$ cat src/rtl/sa_cache_mem_ctrl.sv
// sa_cache_mem_ctrl: memory-side companion of sa_cache.
// Buffers evictions in a write-back FIFO, drains them to backing memory and
// serves cache misses with a req/ack read, returning the line as a
// one-cycle response pulse.
// Optional feature macro: SA_CACHE_WB_FWD_EN. It forwards a miss from a
// matching buffered eviction, and lets reads bypass buffered writes.
module sa_cache_mem_ctrl #(
  parameter int ADDR_W   = 32,
  parameter int DATA_W   = 32,
  parameter int TAG_W    = 18,
  parameter int INDEX_W  = 8,
  parameter int OFFSET_W = 6,
  parameter int WB_DEPTH = 4
) (
  input  logic                          clk,
  input  logic                          rst,
  input  logic [TAG_W-1:0]              i_tag,
  input  logic [INDEX_W-1:0]            i_index,
  input  logic [OFFSET_W-1:0]           i_offset,
  input  logic                          i_cache_miss,
  input  logic                          i_evict,
  input  logic [ADDR_W-1:0]             i_evict_addr,
  input  logic [DATA_W-1:0]             i_evict_data,
  output logic [DATA_W-1:0]             o_memory_line,
  output logic                          o_memory_response,
  output logic                          o_mem_req,
  output logic                          o_mem_we,
  output logic [ADDR_W-1:0]             o_mem_addr,
  output logic [DATA_W-1:0]             o_mem_wdata,
  input  logic                          i_mem_ack,
  input  logic [DATA_W-1:0]             i_mem_rdata,
  output logic [$clog2(WB_DEPTH+1)-1:0] o_wb_count,
  output logic                          o_wb_full,
  output logic                          o_wb_overflow
);

  localparam int CNT_W = $clog2(WB_DEPTH + 1);
  localparam int PTR_W = $clog2(WB_DEPTH);
  localparam logic [CNT_W-1:0] FULL_CNT = CNT_W'(WB_DEPTH);

  typedef enum logic [2:0] {
    ST_IDLE,
    ST_WRITE,
    ST_READ,
    ST_RESP,
    ST_HOLD
  } state_e;

  state_e state_q, state_d;

  logic [ADDR_W-1:0] miss_addr;
  assign miss_addr = {i_tag, i_index, i_offset};

  logic [ADDR_W-1:0] wb_addr_q [WB_DEPTH];
  logic [ADDR_W-1:0] wb_addr_d [WB_DEPTH];
  logic [DATA_W-1:0] wb_data_q [WB_DEPTH];
  logic [DATA_W-1:0] wb_data_d [WB_DEPTH];
  logic [PTR_W-1:0]  wb_head_q, wb_head_d;
  logic [PTR_W-1:0]  wb_tail_q, wb_tail_d;
  logic [CNT_W-1:0]  wb_count_q, wb_count_d;
  logic              ovf_q, ovf_d;
  logic [ADDR_W-1:0] rd_addr_q, rd_addr_d;
  logic [DATA_W-1:0] line_q, line_d;
  logic              wb_full, wb_pop, wb_push;

  assign wb_full = (wb_count_q == FULL_CNT);

`ifdef SA_CACHE_WB_FWD_EN
  logic              fwd_hit;
  logic [DATA_W-1:0] fwd_data;

  // Youngest matching entry wins: scan oldest to youngest, then the same-cycle eviction.
  always_comb begin
    fwd_hit  = 1'b0;
    fwd_data = '0;
    for (int unsigned i = 0; i < WB_DEPTH; i++) begin
      if ((CNT_W'(i) < wb_count_q) &&
          (wb_addr_q[wb_head_q + PTR_W'(i)][ADDR_W-1:2] == miss_addr[ADDR_W-1:2])) begin
        fwd_hit  = 1'b1;
        fwd_data = wb_data_q[wb_head_q + PTR_W'(i)];
      end
    end
    if (i_evict && (i_evict_addr[ADDR_W-1:2] == miss_addr[ADDR_W-1:2])) begin
      fwd_hit  = 1'b1;
      fwd_data = i_evict_data;
    end
  end
`endif

  // State register.
  always_ff @(posedge clk) begin
    if (rst) state_q <= ST_IDLE;
    else     state_q <= state_d;
  end

  // Next-state logic.
  always_comb begin
    state_d = state_q;
    case (state_q)
      ST_IDLE: begin
`ifdef SA_CACHE_WB_FWD_EN
        // A pending miss takes priority; the FIFO drains only when no miss waits.
        if (i_cache_miss)             state_d = fwd_hit ? ST_RESP : ST_READ;
        else if (wb_count_q != '0)    state_d = ST_WRITE;
`else
        // Buffered writes always drain first so a read never passes an older write.
        if (wb_count_q != '0)         state_d = ST_WRITE;
        else if (i_cache_miss)        state_d = ST_READ;
`endif
      end
      ST_WRITE: if (i_mem_ack)     state_d = ST_IDLE;
      ST_READ:  if (i_mem_ack)     state_d = ST_RESP;
      ST_RESP:                     state_d = ST_HOLD;
      ST_HOLD:  if (!i_cache_miss) state_d = ST_IDLE;
      default:                     state_d = ST_IDLE;
    endcase
  end

  // FIFO bookkeeping, overflow flag, read address and fill-line capture.
  always_comb begin
    wb_pop     = (state_q == ST_WRITE) && i_mem_ack;
    wb_push    = i_evict && (!wb_full || wb_pop);
    wb_head_d  = wb_pop  ? wb_head_q + PTR_W'(1) : wb_head_q;
    wb_tail_d  = wb_push ? wb_tail_q + PTR_W'(1) : wb_tail_q;
    wb_count_d = wb_count_q;
    if (wb_push && !wb_pop)      wb_count_d = wb_count_q + CNT_W'(1);
    else if (!wb_push && wb_pop) wb_count_d = wb_count_q - CNT_W'(1);
    ovf_d      = ovf_q | (i_evict & ~wb_push);
    wb_addr_d  = wb_addr_q;
    wb_data_d  = wb_data_q;
    if (wb_push) begin
      wb_addr_d[wb_tail_q] = i_evict_addr;
      wb_data_d[wb_tail_q] = i_evict_data;
    end
    rd_addr_d = rd_addr_q;
    if ((state_q == ST_IDLE) && (state_d == ST_READ)) rd_addr_d = miss_addr;
    line_d = line_q;
    if ((state_q == ST_READ) && i_mem_ack) line_d = i_mem_rdata;
`ifdef SA_CACHE_WB_FWD_EN
    if ((state_q == ST_IDLE) && (state_d == ST_RESP)) line_d = fwd_data;
`endif
  end

  // Datapath registers with reset.
  always_ff @(posedge clk) begin
    if (rst) begin
      wb_head_q  <= '0;
      wb_tail_q  <= '0;
      wb_count_q <= '0;
      ovf_q      <= 1'b0;
      rd_addr_q  <= '0;
      line_q     <= '0;
    end else begin
      wb_head_q  <= wb_head_d;
      wb_tail_q  <= wb_tail_d;
      wb_count_q <= wb_count_d;
      ovf_q      <= ovf_d;
      rd_addr_q  <= rd_addr_d;
      line_q     <= line_d;
    end
  end

  // FIFO storage; contents are meaningless outside the valid window so no reset.
  always_ff @(posedge clk) begin
    wb_addr_q <= wb_addr_d;
    wb_data_q <= wb_data_d;
  end

  // Outputs decoded from state; request fields come from registers so they stay stable.
  always_comb begin
    o_mem_req         = 1'b0;
    o_mem_we          = 1'b0;
    o_mem_addr        = '0;
    o_mem_wdata       = '0;
    o_memory_response = 1'b0;
    o_memory_line     = '0;
    case (state_q)
      ST_WRITE: begin
        o_mem_req   = 1'b1;
        o_mem_we    = 1'b1;
        o_mem_addr  = wb_addr_q[wb_head_q];
        o_mem_wdata = wb_data_q[wb_head_q];
      end
      ST_READ: begin
        o_mem_req  = 1'b1;
        o_mem_addr = rd_addr_q;
      end
      ST_RESP: begin
        o_memory_response = 1'b1;
        o_memory_line     = line_q;
      end
      default: ;
    endcase
    o_wb_count    = wb_count_q;
    o_wb_full     = wb_full;
    o_wb_overflow = ovf_q;
  end

endmodule

$ cat config.mk
export PLATFORM = sky130hd
export DESIGN_NAME = sa_cache_mem_ctrl
export DESIGN_NICKNAME = d
export VERILOG_FILES = /design/src/rtl/sa_cache_mem_ctrl.sv
export SDC_FILE = /design/constraint.sdc
export NUM_CORES = 1
export LEC_CHECK = 0
export ABC_AREA = 1
export CAP_MARGIN = 20
export CORE_AREA = 3 3 161 163
export DETAILED_ROUTE_END_ITERATION = 12
export DIE_AREA = 0 0 164 166
export PLACE_DENSITY_LB_ADDON = 0.1
export SETUP_SLACK_MARGIN = 0.2
export SLEW_MARGIN = 10
export SYNTH_ARGS = -nofsm -noshare
export SYNTH_HDL_FRONTEND = slang
export SYNTH_SLANG_ARGS = --single-unit
$ cat constraint.sdc
create_clock -name clk -period 12.75 [get_ports clk]
set_input_delay 3.1875 -clock clk [delete_from_list [all_inputs] [get_ports clk]]
set_output_delay 3.1875 -clock clk [all_outputs]
set_load 0.03 [all_outputs]
# Word-level counts from Yosys, hierarchy flattened
# Cells that the tools add are included.
dict set report word_totals {
  wordCells 72
  input_bits 133
  out_inout_bits 104
  ff_bits 331
}
dict set report op_classes {
  mux 24
  n_lt_le_gt_ge 3
  bitwise_logic 5
  reduce_logical 15
  n_eq_ne 6
  addsub 4
}
# op count
set ops {}
lappend ops {{$bwmux 128} 2}
lappend ops {{$mux 32} 7}
lappend ops {{$bmux 32 s2} 2}
lappend ops {{$demux 32 s2} 1}
lappend ops {{$pmux 32 s2} 1}
lappend ops {{$mux 3} 7}
lappend ops {{$pmux 3 s5} 1}
lappend ops {{$eq 3x2->1 const B} 3}
lappend ops {{$logic_and 1x1->1} 7}
lappend ops {{$eq 3x3->1 const B} 2}
lappend ops {{$ge 3x3->1 const B} 2}
lappend ops {{$not 2->3} 2}
lappend ops {{$add 2x1->2 const B} 2}
lappend ops {{$add 3x1->3 const B} 1}
lappend ops {{$eq 3x1->1 const B} 1}
lappend ops {{$logic_not 1->1} 3}
lappend ops {{$logic_not 3->1} 1}
lappend ops {{$lt 3x1->1 const B} 1}
lappend ops {{$mux 1} 3}
lappend ops {{$reduce_bool 3->1} 1}
lappend ops {{$sub 3x1->3 const B} 1}
lappend ops {{$reduce_bool 2->1} 1}
lappend ops {{$reduce_or 2->1} 1}
lappend ops {{$and 1x1->1} 1}
lappend ops {{other kinds (3)} 3}

# Longest topological paths before layout
# Gate-level depths: netlist of run 1.
dict set report logic_depth {
  ltp_word 8
  mapped_depth 14
  depth_no_buf 14
}

# Worst setup path after synthesis of run 1
# Ideal clock, no wire load.
dict set report synth_path {
  kind {input to register}
  from {in i_mem_ack}
  to {reg wb_addr_q[0] (netlist name), enable pin}
  arrival_time_ns 6.356
  setup_slack_ns 5.908
  setup_ns 0.486
  n_path_buf 0
  cell_stages 4
  required_ns 12.264
  cell_sequence {nand4_1 -> nand2_1 -> nand2_1 -> nor2_1}
}
dict set report synth_via {
  elab_chain_cells 3
}
# element line_no
set synth_rtl {}
lappend synth_rtl {{start: declaration} 30} ;# input logic i_mem_ack,
lappend synth_rtl {{$logic_and 1x1->1} 121} ;# wb_pop = (state_q == ST_WRITE) && i_mem_ack;
lappend synth_rtl {{$logic_or 1x1->1} 122} ;# wb_push = i_evict && (!wb_full || wb_pop);
lappend synth_rtl {{$logic_and 1x1->1} 122}
lappend synth_rtl {{end signal: assignment} 165} ;# wb_addr_q <= wb_addr_d;
lappend synth_rtl {{end: declaration} 54} ;# logic [ADDR_W-1:0] wb_addr_q [WB_DEPTH];
# No other way between the ends.
# A chain may end at the register's enable or synchronous reset.

# Worst setup path in the final report of run 1
dict set report layout_path {
  from {reg wb_head_q[1]}
  to {out o_mem_addr[25]}
}
dict set report layout_via {
  elab_chain_cells 5
}
# element line_no
set layout_rtl {}
lappend layout_rtl {{start: declaration} 58} ;# logic [PTR_W-1:0] wb_head_q, wb_head_d;
lappend layout_rtl {{start signal: assignment} 154} ;# wb_head_q <= wb_head_d;
lappend layout_rtl {{$not 2->3 (implied by the code)} 181} ;# o_mem_addr = wb_addr_q[wb_head_q];
lappend layout_rtl {{$bmux 32 s2} 181}
lappend layout_rtl {{$mux 32 (implied by the code) (2 in series)} 181}
lappend layout_rtl {{$pmux 32 s2} 177} ;# case (state_q)
lappend layout_rtl {{end: declaration} 28} ;# output logic [ADDR_W-1:0] o_mem_addr,
# No other way between the ends. The select of a mux whose other input is x is not followed.

==> out/results.txt, run 1 <==
WHS Path Cells - 2
CTS Buf Count - 35
Detailed router's first-iteration violation count - 585
H-Tree Depth - 2
Post-CTS Hold Buffers - 0
Top Usage Layer GRT - met2
RSZ-0062 raised after global routing - false
Die area - 0.0272 sq mm
Largest net degree at the start of global routing - 101
Area growth syn-to-layout - 27.5%
Register area share after synthesis - 68.6%
Clk buf depth - 3
Crit-path max FO - 67
DRC - 0
Total Routed Length - 30300 um
#FFs+latches synth - 331
Reg2reg start - state_q[2]
Initial antenna violation count - 2
WHS - 0.459 ns
Die Height - 166 um
DPL Wire Length - 18100 um
Layout cells sized above 1 - 5.00%
Final Slew Violations - 0
Maxcap violations - 0
Via/cell ratio - 5.14
Post-CTS Setup Inserts - 0
Min-Delay Endpoint - o_wb_overflow
Starting Density - 54.7%
Met3 Track Usage GR - 4.69%
Worst-path clk slew - 0.06 ns
Netlist cell types - 23
Post-Syn Nets - 1461
CTS tree - built
Avg WL per Cell - 16.1 um
CP Launch Type - register
Hold_sp - o_wb_overflow
Post-layout min period - 6.69 ns
Leading area contributor after synthesis - edfxtp_1
Global-route wire length before repair - 48200 um
Worst Skew - 0.0127 ns
Post-place instance area - 0.0159 sq mm
Required time of the worst setup path - 9.56 ns
Slew HR - 29.5%
Capture point of the worst reg-to-reg path - wb_data_q[102]
Mapped Area - 0.0134 sq mm
Critical Path Start - wb_head_q[1]
Clock Latency Late Sink - 0.50 ns
Slew @ Worst Pin - 1.06 ns
Top cell type's share of synthesized area - 57.4%
FF-to-FF setup slack - 9.71 ns
Max Freq - 150 MHz
Setup TNS Final - 0 ns
Post-Syn Instances - 1322
Row cnt - 57
Max VDD drop - 0.164 mV
Worst hold path class - reg2reg
TritonRoute pass-1 iters - 5
Grt met2 use - 36.8%
GRT Util Overall - 22.1%
GPL Wtd Cong - 0.728
Gr ovfl total - 0
Core Area - 0.0245 sq mm
Final Setup Violations - 0
Port Buffer Count - 236
Filler Cell Count - 1829
Leak - 0.00629 uW
CTS resizes - 0
Post-route cell area - 0.0171 sq mm
Clk root buf - clkbuf_16
Vias in the first global route - 9514
Reg2reg path depth - 6
GR Util met1 - 29.4%
Total Power - 3220 uW
Vias - 9696
Yosys warnings - 0
Top post-synthesis cells by area - edfxtp_1 (57%), dfxtp_1 (11%), nor2_1 (8.5%)
Worst setup EP type - output port
Critical path class - reg2out
Cell Pwr Density - 189 mW/mm^2
Die X - 164 um
Outcome - finished, final reports clean
Final worst-path cycle share - 52.4%
CTS Sinks - 331
Hold Violations, Final - 0
Nets - 1673
Crit path DAT - 3.50 ns
I/O pins - 237
ANT nets after route - 0
Post-Syn Area per Cell - 10.1 sq um
[how the worst max path moves through the flow]
stage	endpoint	slack [ns]	cells past startpoint
finish	o_mem_addr[25]	6.06	7
floorplan	wb_addr_q[0]	5.91	4
detailed placement	wb_data_q[105]	6.39	6
CTS	o_mem_addr[0]	6.03	7
global placement	wb_data_q[103]	6.48	6
global route	o_mem_addr[0]	5.87	7
[through the flow]
stage	utilization [%]	worst slack, ns	cells
floorplan	-	5.91	1322
global placement	65.1	6.48	1820
detailed placement	65.2	6.39	1821
CTS	69.8	6.03	1884
global route	69.8	5.87	1885
finish	69.8	6.06	1885
[power by group]
group	total (uW)	leakage (uW)	switching (uW)	internal, uW
combinational	869	0.00279	567	303
sequential	1380	0.00296	58.4	1320
clock	972	0.000548	386	586
total	3220	0.00629	1010	2210
[cell usage in the layout, fill, tap and decap left out, drive strengths merged, types with 41 or more instances in the layout]
cell type	n
o21ai	99
nand2	270
nand3	104
clkbuf	46
nor2	303
a21oi	41
inv	89
clkdlybuf4s50	236
dfxtp	75
edfxtp	256
[state kept, by name, summed over array words and instances (netlist names)]
name	count
wb_data_q	128
state_q	3
wb_head_q	2
o_wb_overflow	1
wb_tail_q	2
wb_addr_q	128
o_wb_count	3
rd_addr_q	32
line_q	32
[layout make-up]
type,instances,area (sq um),share of cell area (%)
sequential,331,9190,53.9
multi-input combinational,829,3540,20.8
timing repair buffer,248,2460,14.4
clock buffer,46,990,5.80
tap,324,405,2.38
inverter,89,337,1.97
clock inverter,17,131,0.770
antenna,1,2.50,0.0147
[logic make-up (layout without fill, tap and decap cells)]
family | after synthesis | after routing | share of synthesized area [%]
xor+xnor | 1 | 1 | 0.0654
simple gates | 681 | 681 | 20.2
compound gates | 141 | 141 | 5.29
buf+inv | 162 | 400 | 5.19
fa+ha+maj | 6 | 6 | 0.617
flops | 331 | 331 | 68.6
other cells | 0 | 1 | 0
[cell usage after synthesis]
master,instances
fa_1,1
o21ai_0,99
nand3_1,104
clkbuf_1,25
a21oi_1,41
nand2_2,1
nor3_4,1
ha_1,5
buf_2,34
dfxtp_1,75
nand2_1,269
nand4_1,2
inv_2,6
clkinv_1,1
buf_6,3
edfxtp_1,256
buf_1,5
o21bai_1,1
xor2_1,1
inv_1,82
nor2_1,303
buf_4,6
nor3_1,1
[routing by layer]
| metal | routed length, um | share of wire [%] |
|---|---|---|
| met5 | 15 | 0.050 |
| met2 | 14200 | 47 |
| met4 | 803 | 2.7 |
| met3 | 2080 | 6.9 |
| met1 | 13200 | 43 |
[worst max-delay path, cell delays in order (launching register included)]
cell and delay (ns):
dfxtp_2 0.31, buf_4 0.63, inv_2 0.53, buf_4 0.42, nand3_1 0.13, nand3_1 0.11, nand2_1 0.09, clkdlybuf4s50_1 0.68
Power figures use the tool's default switching activity.
==> run 2: changes to the inputs <==
--- a/config.mk
+++ b/config.mk
@@ -7,9 +7,9 @@
 export LEC_CHECK = 0
 export ABC_AREA = 1
 export CAP_MARGIN = 20
-export CORE_AREA = 3 3 161 163
+export CORE_AREA = 3 3 163 165
 export DETAILED_ROUTE_END_ITERATION = 12
-export DIE_AREA = 0 0 164 166
+export DIE_AREA = 0 0 166 168
 export PLACE_DENSITY_LB_ADDON = 0.1
 export SETUP_SLACK_MARGIN = 0.2
 export SLEW_MARGIN = 10
==> constraint.sdc (replaced) <==
create_clock -name clk -period 6.9 [get_ports clk]
set_input_delay 1.725 -clock clk [delete_from_list [all_inputs] [get_ports clk]]
set_output_delay 1.725 -clock clk [all_outputs]
set_load 0.03 [all_outputs]
==> run 2 against run 1 <==
Global-route usage shrank 0.78 points. Largest cell class unchanged. Critical path type unchanged. Register-to-register slack got worse by 5.6 ns. Non-clock buffer count is 1 higher.
==> out/results.txt, run 2 (synthesis results as in run 1) <==
Outcome - finished, final reports clean
Row cnt - 58
GRT Util Overall - 21.4%
CTS resizes - 0
# diodes - 0
Largest net degree at the start of global routing - 84
Post-CTS Hold Buffers - 0
Setup ws final - 1.73 ns
Post-layout min period - 5.17 ns
CP max-delay cell - clkdlybuf4s50_1
Worst setup EP type - output port
Critical path class - reg2out
CTS tree - built
Die area - 0.0279 sq mm
Largest regs - wb_addr_q: 128 flops, wb_data_q: 128 flops
DPL Wire Length - 17600 um
Final Setup Violations - 0
CP Launch Type - register
I/O pins - 237
Cell Pwr Density - 344 mW/mm^2
Via/cell ratio - 5.12
Total Routed Length - 30600 um
ANT nets after route - 0
Detailed router's first-iteration violation count - 635
Hold Violations, Final - 0
Worst hold path class - reg2reg
Global-route wire length before repair - 48400 um
CTS Sinks - 331
CP delay by family, top - buffers and inverters
Slew @ Worst Pin - 1.07 ns
Port Buffer Count - 236
Nets - 1674
TritonRoute pass-1 iters - 5
Crit path cell chain - inv_4 -> buf_4 -> nand2_1 -> nand3_1 -> nand3_1 -> nand2_1 -> clkdlybuf4s50_1
H-Tree Depth - 2
Initial antenna violation count - 1
DRC - 0
Non-filler cells, final - 1890
Clk buf depth - 3
CP max stage delay - 0.72 ns
Final worst-path cycle share - 74.9%
GPL Wtd Cong - 0.795
Avg WL per Cell - 16.2 um
Required time of the worst setup path - 5.18 ns
Crit path DAT - 3.44 ns
Most common cell after layout, fill and taps aside - nor2_1
Die X - 166 um
Slew HR - 28.5%
Maxcap violations - 0
Core Area - 0.0252 sq mm
Final Slew Violations - 0
Setup TNS Final - 0 ns
Post-CTS Setup Inserts - 0
Worst Skew - 0.00773 ns
Max Freq - 194 MHz
CP Buf/Inv Count - 3
Starting Density - 53.2%
Crit-path max FO - 83
Gr ovfl total - 0
Max VDD drop - 0.209 mV
Layout cells sized above 1 - 4.55%
Clk root buf - clkbuf_16
CTS Buf Count - 35
Leak - 0.00627 uW
Worst-path clk slew - 0.06 ns
Placed cells - 1827
Die Height - 168 um
Vias - 9685
Most frequent cells in the layout - nor2_1 (298), nand2_1 (269), edfxtp_1 (256)
Area growth syn-to-layout - 27.3%
Vias in the first global route - 9196
Clock Latency Late Sink - 0.50 ns
RSZ-0062 raised after global routing - false
Placement Setup Slack - 2.27 ns
## run 2: changes by cell type in the layout (fill, tap and decap cells not counted)
| cell | previous run | this run |
|---|---|---|
| buf_12 | 1 | 5 |
| buf_4 | 11 | 8 |
| bufinv_16 | 2 | 0 |
| clkbuf_1 | 6 | 17 |
| clkbuf_2 | 0 | 1 |
| clkbuf_8 | 3 | 1 |
| clkinv_1 | 7 | 3 |
| clkinv_2 | 6 | 3 |
| clkinvlp_4 | 2 | 0 |
| diode_2 | 1 | 0 |
## run 2: path summary, 6_finish.rpt
check	start	to	slack, ns	cells past startpoint
max	wb_head_q[0]	o_mem_addr[2]	1.73	7
min	o_wb_overflow	o_wb_overflow	0.45	2
max reg2reg	state_q[2]	wb_data_q[116]	4.12	6
min reg2reg	o_wb_overflow	o_wb_overflow	0.45	2
## run 2: per-layer routing
layer / up-vias / routed length, um / track usage (%)
met1: 4557 / 13500 / 28.5
li1: 4788 / - / -
met4: 2 / 425 / 4.45
met3: 36 / 2040 / 4.63
met2: 302 / 14600 / 36.6
met5: - / 20 / 0
## run 2: where the power goes
part	switching, uW	internal [uW]
clock network	696	999
registers	116	2440
logic	1050	564
total	1860	4010
## run 2: stage by stage
| stage | hold slack, ns | utilization, % | power [uW] | area [sq um] |
|---|---|---|---|---|
| after floorplan | 0.454 | - | 3620 | 13400 |
| after global placement | 0.438 | 63.4 | 4190 | 16000 |
| after detailed placement | 0.442 | 63.5 | 4220 | 16000 |
| after CTS | 0.450 | 67.6 | 5920 | 17000 |
| after global routing | 0.477 | 67.7 | 6180 | 17000 |
| final | 0.447 | 67.7 | 5870 | 17000 |
## run 2: tightest hold or removal path: cells and delay by family, from the launching register on
family                 cells  cell delay (ns)
buffers and inverters      1             0.05
flip-flops                 1             0.31
AO/OA/AOI/OAI              1             0.05
## run 2: final cells by class
type                            count  area (sq um)
Clock inverter                      6          26.3
Multi-Input combinational cell    829          3540
Clock buffer                       56          1010
Fill cell                        1940          8140
Sequential cell                   331          9190
Tap cell                          330           413
Inverter                           89           337
Timing Repair Buffer              249          2520
==> run 3: changes to the inputs <==
==> constraint.sdc (replaced) <==
create_clock -name clk -period 5.1 [get_ports clk]
set_input_delay 1.275 -clock clk [delete_from_list [all_inputs] [get_ports clk]]
set_output_delay 1.275 -clock clk [all_outputs]
set_load 0.03 [all_outputs]
==> run 3 against run 2 <==
Routed wire length decreased by 0.62%. Cell count increased by 0.21%. Core utilization increased by 0.14 points. Clock-buffer cell count decreased by 12. Combinational power increased by 38%. Register-to-register slack got worse by 1.6 ns. First-iteration DRC count increased by 15%. Clock skew increased by 0.0032 ns.
==> out/results.txt, run 3 (synthesis results as in run 1) <==
CP Launch Type - register
Initial antenna violation count - 2
Outcome - finished, final reports clean
RSZ-0062 raised after global routing - false
Avg WL per Cell - 16.0 um
ANT nets after route - 0
Total Routed Length - 30400 um
DRC - 0
Sw frac - 31.7%
GPL Wtd Cong - 0.795
Nets - 1678
Final Setup Violations - 0
Met3 routed WL - 2180 um
Leak - 0.00631 uW
Final Slew Violations - 0
Final worst-path cycle share - 83.5%
CTS resizes - 0
Core Area - 0.0252 sq mm
Max layer used - met5
CTS Sinks - 331
Max Freq - 235 MHz
Worst hold path class - reg2reg
Non-filler cells, final - 1894
Die Height - 168 um
DPL Wire Length - 17900 um
Cell Pwr Density - 468 mW/mm^2
Detailed router's first-iteration violation count - 730
Psw - 2540 uW
Max VDD drop - 0.354 mV
Clock network fraction of total power - 29.3%
Worst setup EP type - output port
# diodes - 0
Flop pwr share - 42.9%
Largest regs - wb_addr_q: 128 flops, wb_data_q: 128 flops
Die X - 166 um
Clk buf depth - 3
CTS tree - built
Worst-path clk slew - 0.06 ns
Maxcap violations - 0
Via/cell ratio - 5.07
Vias in the first global route - 8996
Wire length on met2 - 14300 um
Most frequent cells in the layout - nor2_1 (298), nand2_1 (269), edfxtp_1 (256)
CP Buf/Inv Count - 3
Post-CTS Setup Inserts - 0
CP max-delay cell - clkdlybuf4s50_1
Filler Cell Count - 1927
Worst Skew - 0.0109 ns
Clk root buf - clkbuf_16
Global-route wire length before repair - 47500 um
Die area - 0.0279 sq mm
Slew HR - 33.4%
CP delay by family, top - buffers and inverters
Post-layout min period - 4.26 ns
Setup TNS Final - 0 ns
CP max stage delay - 0.67 ns
Row cnt - 58
Vias - 9606
Layout cells sized above 1 - 5.12%
Post-CTS Hold Buffers - 0
Area growth syn-to-layout - 27.6%
TritonRoute pass-1 iters - 5
H-Tree Depth - 2
Gr ovfl total - 0
Hold Violations, Final - 0
Pint - 5460 uW
I/O pins - 237
Power share of the combinational group - 27.8%
Slew @ Worst Pin - 0.998 ns
CTS Buf Count - 35
GRT Util Overall - 21.2%
Critical path class - reg2out
Starting Density - 53.2%
Crit path cell chain - inv_4 -> buf_4 -> nand2_1 -> nand3_1 -> nand3_1 -> nand2_1 -> clkdlybuf4s50_1
Largest net degree at the start of global routing - 81
Placed cells - 1832
Most common cell after layout, fill and taps aside - nor2_1
Crit path DAT - 2.98 ns
Clock Latency Late Sink - 0.50 ns
Met1 wire length - 13400 um
Required time of the worst setup path - 3.83 ns
Port Buffer Count - 236
Crit-path max FO - 80
## run 3: cell count changes in the layout (fill, tap and decap cells not counted), sizes merged
cell    delta
clkbuf    -12
clkinv    +11
bufinv     +1
buf        +4
## run 3: worst min-delay path, stage by stage, from the launching register on
cell     delay (ns)
dfxtp_1        0.31
inv_1          0.05
a21oi_1        0.06
## run 3: through the flow
stage,cell area (sq um),hold slack [ns],util (%),worst slack (ns),power [uW]
after detailed placement,16000,0.447,63.6,1.30,5730
after global placement,16000,0.437,63.6,1.37,5690
after CTS,17100,0.479,67.8,0.832,8070
final,17100,0.476,67.8,0.841,8000
after floorplan,13400,0.454,-,0.170,4900
after global routing,17100,0.495,67.8,0.633,8430
## run 3: layout make-up
cell class	instances	area (sq um)	share of cell area, %
Sequential cell	331	9190	53.8
Timing Repair Buffer	253	2530	14.8
Inverter	89	337	1.97
Clock buffer	44	962	5.63
Tap cell	330	413	2.42
Multi-Input combinational cell	829	3540	20.8
Clock inverter	18	104	0.608
## run 3: path summary, 6_finish.rpt
check	startpoint	endpoint	slack (ns)	depth (start not counted)
setup / recovery	wb_head_q[0]	o_mem_addr[22]	0.84	7
hold / removal	o_wb_overflow	o_wb_overflow	0.48	2
setup reg to reg	state_q[1]	line_q[6]	2.52	6
hold reg to reg	o_wb_overflow	o_wb_overflow	0.48	2
## run 3: power by group through the flow
stage	logic, uW	registers (uW)	clock network, uW
6_report	2220	3430	2340
5_1_grt	2450	3470	2500
4_1_cts	2250	3430	2390
3_5_place_dp	2240	3490	0
3_3_place_gp	2210	3480	0
2_1_floorplan	1390	3510	0
## run 3: layer usage
metal	vias to the layer above	GRT usage [%]
met2	304	35.6
met5	-	0
met3	33	5.28
met4	4	5.28
li1	4801	-
met1	4464	28.0
